$ cat src/rtl/adc_sequencer_if.sv
// adc_sequencer_if: groups the sequencer's run control, SPI pins, FIFO strobes and status.
// Latency: none, wires only.
// Backpressure: none carried here; the sequencer watches fifo_rd to mirror FIFO occupancy.
//
// master : the sequencer (drives SPI pins, FIFO write side and status)
// slave  : the environment (drives enable, adc_miso and the consumer read strobe)
interface adc_sequencer_if;
   logic        enable;
   logic        adc_csn;
   logic        adc_sclk;
   logic        adc_mosi;
   logic        adc_miso;
   logic        fifo_wr;
   logic [15:0] fifo_data;
   logic        fifo_rd;
   logic [3:0]  level;
   logic [7:0]  overrun;
   logic        busy;

   modport master (
      input  enable, adc_miso, fifo_rd,
      output adc_csn, adc_sclk, adc_mosi, fifo_wr, fifo_data, level, overrun, busy
   );

   modport slave (
      output enable, adc_miso, fifo_rd,
      input  adc_csn, adc_sclk, adc_mosi, fifo_wr, fifo_data, level, overrun, busy
   );
endinterface

$ cat src/rtl/adc_sequencer.sv
// adc_sequencer: period-timed SPI ADC sampler; pushes {channel, sample} words into an 8-entry ring FIFO.
// Latency: tick -> adc_csn low 1 cycle; a frame is 34*SCLK_DIV+1 cycles from START to end of PUSH.
// Backpressure: FIFO occupancy is mirrored; with ADC_SEQ_OVERRUN_EN a full FIFO drops and counts samples.
//
// Ports:
//   clk, reset            system clock, asynchronous active-high reset
//   bus (master modport)  enable in; adc_csn/adc_sclk/adc_mosi out, adc_miso in (SPI mode 0);
//                         fifo_wr/fifo_data out, fifo_rd in; level/overrun/busy status out
// Optional feature macro: ADC_SEQ_OVERRUN_EN (drop samples at level 7 and count them in overrun).
//   Undefined: every PUSH writes, level saturates at 7 and overrun reads 0.
module adc_sequencer #(
   parameter int PERIOD   = 1000,  // clk cycles between ticks, >= 2
   parameter int SCLK_DIV = 2,     // clk cycles per SCLK half-period, >= 1
   parameter int CHANNELS = 8      // channels in the rotation, 1..8
) (
   input  logic            clk,
   input  logic            reset,
   adc_sequencer_if.master bus
);

   localparam int TW = (PERIOD > 1) ? $clog2(PERIOD) : 1;
   localparam int DW = (SCLK_DIV > 1) ? $clog2(SCLK_DIV) : 1;
   localparam logic [TW-1:0] T_LAST  = TW'(PERIOD - 1);
   localparam logic [DW-1:0] D_LAST  = DW'(SCLK_DIV - 1);
   localparam logic [2:0]    CH_LAST = 3'(CHANNELS - 1);

   typedef enum logic [2:0] {
      IDLE  = 3'd0,
      START = 3'd1,
      SHIFT = 3'd2,
      STOP  = 3'd3,
      PUSH  = 3'd4
   } state_t;

   state_t state, state_nx;

   // period timer and the single-entry tick latch
   logic [TW-1:0] timer;
   logic          tick;
   logic          pending;
   logic          take;

   // SPI sequencing
   logic [DW-1:0] div_cnt;
   logic          div_last;
   logic          sclk_hi;     // current SCLK half-period is the high one
   logic [3:0]    bit_cnt;     // bit being transferred, 0 = MSB
   logic [15:0]   cmd;
   // Only the last 12 bits shifted in are ever used, so the top 4 bits of the
   // 16-bit receive word simply fall off the end of this register.
   logic [11:0]   rx_sh;
   logic [2:0]    channel;

   // occupancy mirror and drop accounting
   logic [3:0]    level;
   logic [7:0]    overrun;
   logic          push_ok;

   // decoded outputs
   logic          csn_c;
   logic          sclk_c;
   logic          mosi_c;
   logic          wr_c;
   logic [15:0]   data_c;
   logic          busy_c;

   // ------------------------------------------------------------------
   // Timer: free-runs 0..PERIOD-1 while enabled. A tick seen in IDLE starts
   // the frame directly so chip select falls one cycle after the tick; a tick
   // seen elsewhere is latched in pending. Ticks arriving while pending is
   // already set (including the cycle it is consumed) are lost.
   // ------------------------------------------------------------------
   assign tick = bus.enable && (timer == T_LAST);
   assign take = bus.enable && (state == IDLE) && (pending || tick);

   always_ff @(posedge clk or posedge reset) begin
      if (reset) begin
         timer   <= '0;
         pending <= 1'b0;
      end else if (!bus.enable) begin
         timer   <= '0;
         pending <= 1'b0;
      end else begin
         timer   <= tick ? '0 : timer + TW'(1);
         pending <= take ? 1'b0 : (pending | tick);
      end
   end

   // ------------------------------------------------------------------
   // FSM: state register
   // ------------------------------------------------------------------
   always_ff @(posedge clk or posedge reset) begin
      if (reset) begin
         state <= IDLE;
      end else begin
         state <= state_nx;
      end
   end

   // ------------------------------------------------------------------
   // FSM: next state
   // ------------------------------------------------------------------
   assign div_last = (div_cnt == D_LAST);

   always_comb begin
      state_nx = state;
      unique case (state)
         IDLE:    if (take) state_nx = START;
         START:   if (div_last) state_nx = SHIFT;
         SHIFT:   if (div_last && sclk_hi && (bit_cnt == 4'd15)) state_nx = STOP;
         STOP:    if (div_last) state_nx = PUSH;
         PUSH:    state_nx = IDLE;
         default: state_nx = IDLE;
      endcase
   end

   // ------------------------------------------------------------------
   // FSM: outputs. All SPI pins are decoded from registered state, so an
   // asynchronous reset returns them to idle levels at once and can never
   // leave a write strobe behind.
   // ------------------------------------------------------------------
   assign cmd = {2'b11, channel, 11'b0};

`ifdef ADC_SEQ_OVERRUN_EN
   // Decision uses the registered level: a read in the same cycle does not
   // make room for this sample.
   assign push_ok = (level != 4'd7);
`else
   assign push_ok = 1'b1;
`endif

   always_comb begin
      csn_c  = 1'b1;
      sclk_c = 1'b0;
      mosi_c = 1'b0;
      wr_c   = 1'b0;
      data_c = '0;
      busy_c = (state != IDLE);
      unique case (state)
         START: csn_c = 1'b0;
         SHIFT: begin
            csn_c  = 1'b0;
            sclk_c = sclk_hi;
            // bit_cnt only moves at the end of a high phase, so mosi changes
            // exactly at the start of each low phase
            mosi_c = cmd[4'd15 - bit_cnt];
         end
         PUSH: begin
            wr_c = push_ok;
            if (push_ok) begin
               data_c = {1'b0, channel, rx_sh};
            end
         end
         default: ;
      endcase
   end

   // ------------------------------------------------------------------
   // SPI datapath: half-period divider, bit counter, receive shifter and
   // channel rotation.
   // ------------------------------------------------------------------
   always_ff @(posedge clk or posedge reset) begin
      if (reset) begin
         div_cnt <= '0;
         sclk_hi <= 1'b0;
         bit_cnt <= '0;
         rx_sh   <= '0;
         channel <= '0;
      end else begin
         if ((state == IDLE) || (state == PUSH) || div_last) begin
            div_cnt <= '0;
         end else begin
            div_cnt <= div_cnt + DW'(1);
         end

         if ((state == SHIFT) && div_last) begin
            sclk_hi <= !sclk_hi;
            if (sclk_hi) begin
               bit_cnt <= bit_cnt + 4'd1;   // wraps back to 0 after bit 15
            end
         end

         // first cycle of the high phase is the cycle SCLK rises
         if ((state == SHIFT) && sclk_hi && (div_cnt == '0)) begin
            rx_sh <= {rx_sh[10:0], bus.adc_miso};
         end

         // rotate even when the sample was dropped
         if (state == PUSH) begin
            channel <= (channel == CH_LAST) ? 3'd0 : channel + 3'd1;
         end
      end
   end

   // ------------------------------------------------------------------
   // Occupancy mirror. Capacity is 7 because a full 8-entry ring would look
   // empty; the saturation only matters when drops are not enabled.
   // ------------------------------------------------------------------
   always_ff @(posedge clk or posedge reset) begin
      if (reset) begin
         level <= '0;
      end else if (wr_c && !bus.fifo_rd) begin
         if (level != 4'd7) begin
            level <= level + 4'd1;
         end
      end else if (!wr_c && bus.fifo_rd && (level != 4'd0)) begin
         level <= level - 4'd1;
      end
   end

`ifdef ADC_SEQ_OVERRUN_EN
   always_ff @(posedge clk or posedge reset) begin
      if (reset) begin
         overrun <= '0;
      end else if ((state == PUSH) && !push_ok && (overrun != 8'hFF)) begin
         overrun <= overrun + 8'd1;
      end
   end
`else
   assign overrun = '0;
`endif

   assign bus.adc_csn   = csn_c;
   assign bus.adc_sclk  = sclk_c;
   assign bus.adc_mosi  = mosi_c;
   assign bus.fifo_wr   = wr_c;
   assign bus.fifo_data = data_c;
   assign bus.level     = level;
   assign bus.overrun   = overrun;
   assign bus.busy      = busy_c;

endmodule

$ cat src/flat_wrapper.sv
// flat-port wrapper written by rule: the top's interface ports become plain ports
module adc_sequencer_flat 
#(
   parameter int PERIOD   = 1000,                                   
   parameter int SCLK_DIV = 2,                                             
   parameter int CHANNELS = 8                                       
)
  (clk, reset, bus_enable, bus_adc_miso, bus_fifo_rd, bus_adc_csn, bus_adc_sclk, bus_adc_mosi, bus_fifo_wr, bus_fifo_data, bus_level, bus_overrun, bus_busy);
  adc_sequencer_if bus_i ();
  input  logic clk;
  input  logic reset;
  input wire logic [$bits(bus_i.enable)-1:0] bus_enable;
  input wire logic [$bits(bus_i.adc_miso)-1:0] bus_adc_miso;
  input wire logic [$bits(bus_i.fifo_rd)-1:0] bus_fifo_rd;
  output wire logic [$bits(bus_i.adc_csn)-1:0] bus_adc_csn;
  output wire logic [$bits(bus_i.adc_sclk)-1:0] bus_adc_sclk;
  output wire logic [$bits(bus_i.adc_mosi)-1:0] bus_adc_mosi;
  output wire logic [$bits(bus_i.fifo_wr)-1:0] bus_fifo_wr;
  output wire logic [$bits(bus_i.fifo_data)-1:0] bus_fifo_data;
  output wire logic [$bits(bus_i.level)-1:0] bus_level;
  output wire logic [$bits(bus_i.overrun)-1:0] bus_overrun;
  output wire logic [$bits(bus_i.busy)-1:0] bus_busy;
  assign bus_i.enable = bus_enable;
  assign bus_i.adc_miso = bus_adc_miso;
  assign bus_i.fifo_rd = bus_fifo_rd;
  assign bus_adc_csn = bus_i.adc_csn;
  assign bus_adc_sclk = bus_i.adc_sclk;
  assign bus_adc_mosi = bus_i.adc_mosi;
  assign bus_fifo_wr = bus_i.fifo_wr;
  assign bus_fifo_data = bus_i.fifo_data;
  assign bus_level = bus_i.level;
  assign bus_overrun = bus_i.overrun;
  assign bus_busy = bus_i.busy;
  adc_sequencer #(.PERIOD(PERIOD), .SCLK_DIV(SCLK_DIV), .CHANNELS(CHANNELS)) u_core (.clk(clk), .reset(reset), .bus(bus_i));
endmodule
$ cat config.mk
export PLATFORM = sky130hd
export DESIGN_NAME = adc_sequencer_flat
export DESIGN_NICKNAME = d
export VERILOG_FILES = /design/src/rtl/adc_sequencer_if.sv /design/src/rtl/adc_sequencer.sv /design/src/flat_wrapper.sv
export SDC_FILE = /design/constraint.sdc
export NUM_CORES = 1
export LEC_CHECK = 0
export CAP_MARGIN = 20
export CORE_UTILIZATION = 46
export CTS_BUF_LIST = sky130_fd_sc_hd__clkbuf_8 sky130_fd_sc_hd__clkbuf_16
export CTS_CLUSTER_SIZE = 8
export DETAILED_ROUTE_END_ITERATION = 10
export DONT_BUFFER_PORTS = 1
export PLACE_DENSITY = 0.66
export SLEW_MARGIN = 5
export SYNTH_ARGS = -nofsm -noshare
export SYNTH_HDL_FRONTEND = slang
export SYNTH_SLANG_ARGS = --single-unit
$ cat constraint.sdc
create_clock -name clk -period 3.44 [get_ports clk]
set_clock_uncertainty 0.2 [all_clocks]
set_input_delay 0.688 -clock clk [delete_from_list [all_inputs] [get_ports clk]]
set_output_delay 0.688 -clock clk [all_outputs]
set_load 0.02 [all_outputs]
**Yosys cells after proc, flatten, opt, wreduce, memory -nomap -nowiden**

Cells that the tools add are included.

- Shift operators: 0
- Bitwise gates (word level): 2
- Multipliers: 0
- Eq/ne operators: 13
- Multiplexer cells: 21
- Reduce and logical (&&, ||, !) cells: 25
- Add/sub/neg operators: 7
- Order comparisons: 1
- Div/mod/pow operators: 0

Operator list:

| operator | count |
|---|---|
| $mux 10 | 2 |
| $mux 15 | 1 |
| $mux 3 | 5 |
| $mux 4 | 3 |
| $pmux 3 s4 | 1 |
| $logic_and 1x1->1 | 11 |
| $add 10x1->10 const B | 1 |
| $eq 10x10->1 const B | 1 |
| $add 4x1->4 const B | 2 |
| $mux 1 | 8 |
| $ne 2x1->1 const B | 4 |
| $eq 3x2->1 const B | 2 |
| $eq 3x3->1 const B | 2 |
| $lt 4x5->1 const B | 1 |
| $bmux 1 s4 | 1 |
| $eq 4x4->1 const B | 1 |
| $ne 4x3->1 const B | 1 |
| $reduce_and 2->1 | 2 |
| $reduce_and 4->1 | 1 |
| $reduce_bool 4->1 | 1 |
| $sub 4x1->4 const B | 1 |
| $sub 4x4->4 const A | 1 |
| $add 3x1->3 const B | 1 |
| $eq 3x1->1 const B | 1 |
| 10 further kinds | 14 |

- RAM bits: 0
- ROM bits: 0
- Bits in latches: 0
- Register bits: 39
- Memories: 0
- Input port bits: 5
- Output and inout bits: 33

**Logic depth before layout (Yosys ltp)**

- Depth after elaboration: 7
- Depth in mapped cells: 10
- Mapped depth without buffers: 8

**Worst setup path after synthesis**

OpenSTA, ideal clock, no wires.

- Path type: reg-to-output
- Start: reg u_core.state[1]
- End: out bus_fifo_data[10]
- Path buffers: 3
- Data arrival time: 1533 ps
- Cell stages (with the launch flop): 7
- Setup slack: 1019 ps
- Cell sequence: dfrtp_1 > buf_6 > or3b_1 > buf_4 > clkinv_4 > buf_2 > and2_1

- Cells in the longest elaborated chain, start to end: 2

RTL lines:

| what | line | source |
|---|---|---|
| from (decl) | adc_sequencer.sv:35 | `state_t state, state_nx;` |
| from (signal assigned) | adc_sequencer.sv:96 | `state <= state_nx;` |
| $eq 3x3->1 | adc_sequencer.sv:139 | `unique case (state)` |
| $mux 15 | adc_sequencer.sv:139 |  |
| to (decl) | flat_wrapper.sv:19 | `output wire logic [$bits(bus_i.fifo_data)-1:0] bus_fifo_data;` |

Every way passes these cells.

**Worst setup path in the final report**

- Start: reg u_core.state[1]
- End: reg u_core.level[3], in the netlist u_core.bus.level[3]

- Cells in the longest elaborated chain, start to end: 7

RTL lines:

| what | line | source |
|---|---|---|
| $eq 3x3->1 * | adc_sequencer.sv:139 |  |
| $mux 1 * | adc_sequencer.sv:139 |  |
| named net bus_fifo_wr | flat_wrapper.sv:18 | `output wire logic [$bits(bus_i.fifo_wr)-1:0] bus_fifo_wr;` |
| $logic_not 1->1 | adc_sequencer.sv:206 | `end else if (!wr_c && bus.fifo_rd && (level != 4'd0)) begin` |
| $logic_and 1x1->1 (2 in series) | adc_sequencer.sv:206 |  |
| $reduce_bool 2->1 (no source line) | - |  |
| $reduce_and 2->1 (no source line) | - |  |
| to (signal assigned) | adc_sequencer.sv:204 | `level <= level + 4'd1;` |
| to (signal assigned) | adc_sequencer.sv:207 | `level <= level - 4'd1;` |
| to (decl) | adc_sequencer.sv:55 | `logic [3:0] level;` |

The timed path passes the listed nets; every way through them passes the cells marked *.
A chain may end at the register's enable or synchronous reset.

==> impl_metrics.csv <==
group,metric,value,unit
sta,setup_viol,0,
clock_tree,clk_latency,0.29,ns
routing,drt_first_pass_iters,4,
die,die_height,69.4,um
placement,place_area,2090,sq um
worst_setup_path,path_class,"reg2reg",
clock_tree,cts_tree,"built",
routing,wirelength,3640,um
grt,grt_pass1_vias,1419,
routing,top_layer_used,"met4",
final_layout,layout-drive-gt1-share,14.8,%
logic_synthesis,synthesis.area_per_instance,10.8,sq um
placement,dp.cells,240,
sta,max_freq,374,MHz
logic_synthesis,synthesis.area,2090,sq um
sta,worst_pin_slew,0.643,ns
clock_tree,cts_buffers,5,
logic_synthesis,synth_most_common_cell,"dfrtp_1",
sta,drv_slew,0,
run,maxCapViolCount,0,
clock_tree,cts_resized,0,
routing,post_drt_wl_per_cell,14.7,um
logic_synthesis,synth_edf_count,0,
placement,io_buffer_count,0,
final_layout,nets,207,
sta,rsz0062_at_grt,"no",
sta,hold_ws,0.0115,ns
final_layout,fin_cells,248,
sta,slew_headroom,56.8,%
clock_tree,cts_setup_buffers,0,
placement,dp_hpwl,2620,um
routing,drc,0,
worst_setup_path,crit_buf_inv,1,
worst_setup_path,crit_path_start_kind,"flip-flop",
worst_setup_path,cp_cell_sequence,"or3b_1, clkinv_4, nand2b_4, ha_1, a21o_1, a21oi_1, mux2i_1, mux2i_1",
logic_synthesis,yosysSeqAreaShare,46.7,%
clock_tree,ctsHoldBuffers,0,
worst_setup_path,critPathTopFamily,"simple AND/OR/NAND/NOR gates",
worst_setup_path,path_common_cell,"mux2i_1",
power,max-vdd-ir-drop,0.260,mV
die,dieArea,4810,sq um
die,fp.dieW,69.4,um
worst_setup_path,cp.arrival,2.69,ns
routing,drt_iter0_drc,46,
hold_path,holdCritPathClass,"in2async",
grt,grt_usage,17.0,%
die,core-area,4350,sq um
power,leakage,1.05,nW
sta,period_minus_slack,2.67,ns
final_layout,area_growth,4.31,%
outcome,status,"completed",
routing,met1_length,1630,um
grt,grt_remaining_overflow,0,
routing,vias,1349,
clock_tree,clk_path_buf_depth,2,
die,floorplan.initialDensity,48.0,%
routing,ant_nets,0,
worst_setup_path,worstSetupEndpointType,"flip-flop",
clock_tree,clock-root-buffer,"clkbuf_8",
sta,tns,0,ns
grt,grt_start_max_net_pins,33,
clock_tree,htree_levels,2,
die,num_rows,24,
logic_synthesis,async_reset_ff_share,100,%
logic_synthesis,synth_top_area_share,46.7,%
worst_setup_path,crit_fanout,19,
placement,globalplace.congestion,0.853,
logic_synthesis,ys_top_cells_by_area,"dfrtp_1 47%, mux2_2 5.9%, and2_1 4.8%",
routing,met2WireLength,1750,um
logic_synthesis,synth_seq_cells,39,
final_layout,num_antenna_cells,0,
logic_synthesis,ys.flop_type,"dfrtp_1",
logic_synthesis,ys_warn_count,0,
sta,hold_violations,0,
power,power,1.01,mW
final_layout,postLayoutCellArea,2180,sq um
power,power_density,464,nW/um^2
worst_setup_path,required,3.46,ns
worst_setup_path,slowest_stage,"or3b_1",
routing,wl_met3,159,um
worst_setup_path,max_stage_delay,0.54,ns
die,io_pins,38,
logic_synthesis,synth_commonest_cells,"39 x dfrtp_1, 16 x and2_1, 15 x nand2_1, 14 x nor2_1",
logic_synthesis,yosys.area.top_type,"dfrtp_1",
logic_synthesis,synth_cells,194,
clock_tree,cts_sinks,39,
grt,grt_pass1_wl,6440,um
clock_tree,clkSlewWorstSetupHoldPaths,0.09,ns
sta,min_period_over_period,77.7,%
logic_synthesis,ys_types,45,
grt,grt_antenna_before_repair,0,
routing,vias_per_cell,5.44,
[power by group]
part / leakage [nW] / internal [mW] / switching (mW) / total [mW]
Clock: 0.0402 / 0.141 / 0.174 / 0.316
Combinational: 0.476 / 0.0626 / 0.0691 / 0.132
Sequential: 0.533 / 0.485 / 0.0777 / 0.563
Total: 1.05 / 0.689 / 0.321 / 1.01
[layout make-up]
cell class,instances,area (sq um)
clock buffer,5,68.8
tap,52,65.1
sequential,39,976
clock inverter,3,20.0
inverter,5,23.8
timing repair buffer,3,22.5
multi-input combinational,141,1000
fill,390,2180
[flip-flops by register name, indices dropped and copies added (netlist names)]
register          count
u_core.pending        1
u_core.sclk_hi        1
u_core.timer         10
u_core.state          3
u_core.div_cnt        1
u_core.rx_sh         12
u_core.bit_cnt        4
u_core.bus.level      4
u_core.channel        3
[path summary, 6_finish.rpt]
kind,start,cells after the start,slack [ns],to
setup / recovery,u_core.state[1]$_DFFE_PP0P_,8,0.77,u_core.bus.level[3]$_DFFE_PP0P_
hold / removal,reset,1,0.01,u_core.timer[6]$_DFF_PP0_
setup reg to reg,u_core.state[1]$_DFFE_PP0P_,8,0.77,u_core.bus.level[3]$_DFFE_PP0P_
hold reg to reg,u_core.sclk_hi$_DFFE_PP0P_,1,0.29,u_core.sclk_hi$_DFFE_PP0P_
max in group asynchronous,reset,2,2.32,u_core.bit_cnt[0]$_DFFE_PP0P_
min in group clk,u_core.sclk_hi$_DFFE_PP0P_,1,0.29,u_core.sclk_hi$_DFFE_PP0P_
[layer usage]
layer / up-vias / global-route usage, %
li1: 638 / -
met1: 668 / 20.3
met2: 34 / 27.5
met3: 9 / 4.65
met4: 0 / 9.52
met5: - / 0
[per-stage QoR]
stage          setup slack (ns)  util [%]
2_1_floorplan              1.02         -
3_3_place_gp              0.894      48.0
3_5_place_dp              0.799      48.0
4_1_cts                   0.741      50.0
5_1_grt                   0.574      50.0
6_report                  0.767      50.0
[worst reg2reg max path, stage by stage, from the launching register on]
cell	delay (ns)
dfrtp_1	0.48
or3b_1	0.54
clkinv_4	0.19
nand2b_4	0.10
ha_1	0.29
a21o_1	0.16
a21oi_1	0.17
mux2i_1	0.27
mux2i_1	0.20
[placed cells by master, fill, tap and decap left out, types with 3 or more instances in the layout]
cell,Yosys,routed
dfrtp_1,39,39
and2_1,16,16
nand2_1,15,15
nor2_1,14,14
mux2_2,11,11
conb_1,1,9
nand3_1,8,8
xor2_1,7,7
xnor2_1,7,7
ha_1,6,6
nor3_1,5,5
clkbuf_8,0,5
mux2_1,4,4
inv_1,4,4
a21oi_1,4,4
and3_1,3,3
nand2b_1,3,3
buf_4,11,3
[kinds of logic (layout without fill, tap and decap cells)]
| group | after synthesis | count (layout) | share of synthesized area (%) |
|---|---|---|---|
| other | 1 | 9 | 0.180 |
| AO/OA/AOI/OAI | 15 | 15 | 5.69 |
| AND/OR/NAND/NOR | 79 | 79 | 21.2 |
| adder cells (fa/ha/maj) | 7 | 7 | 4.55 |
| buffers and inverters | 22 | 16 | 6.71 |
| multiplexers | 17 | 17 | 9.05 |
| flip-flops | 39 | 39 | 46.7 |
| XOR/XNOR | 14 | 14 | 5.87 |
(Power assumes the default switching activity.)
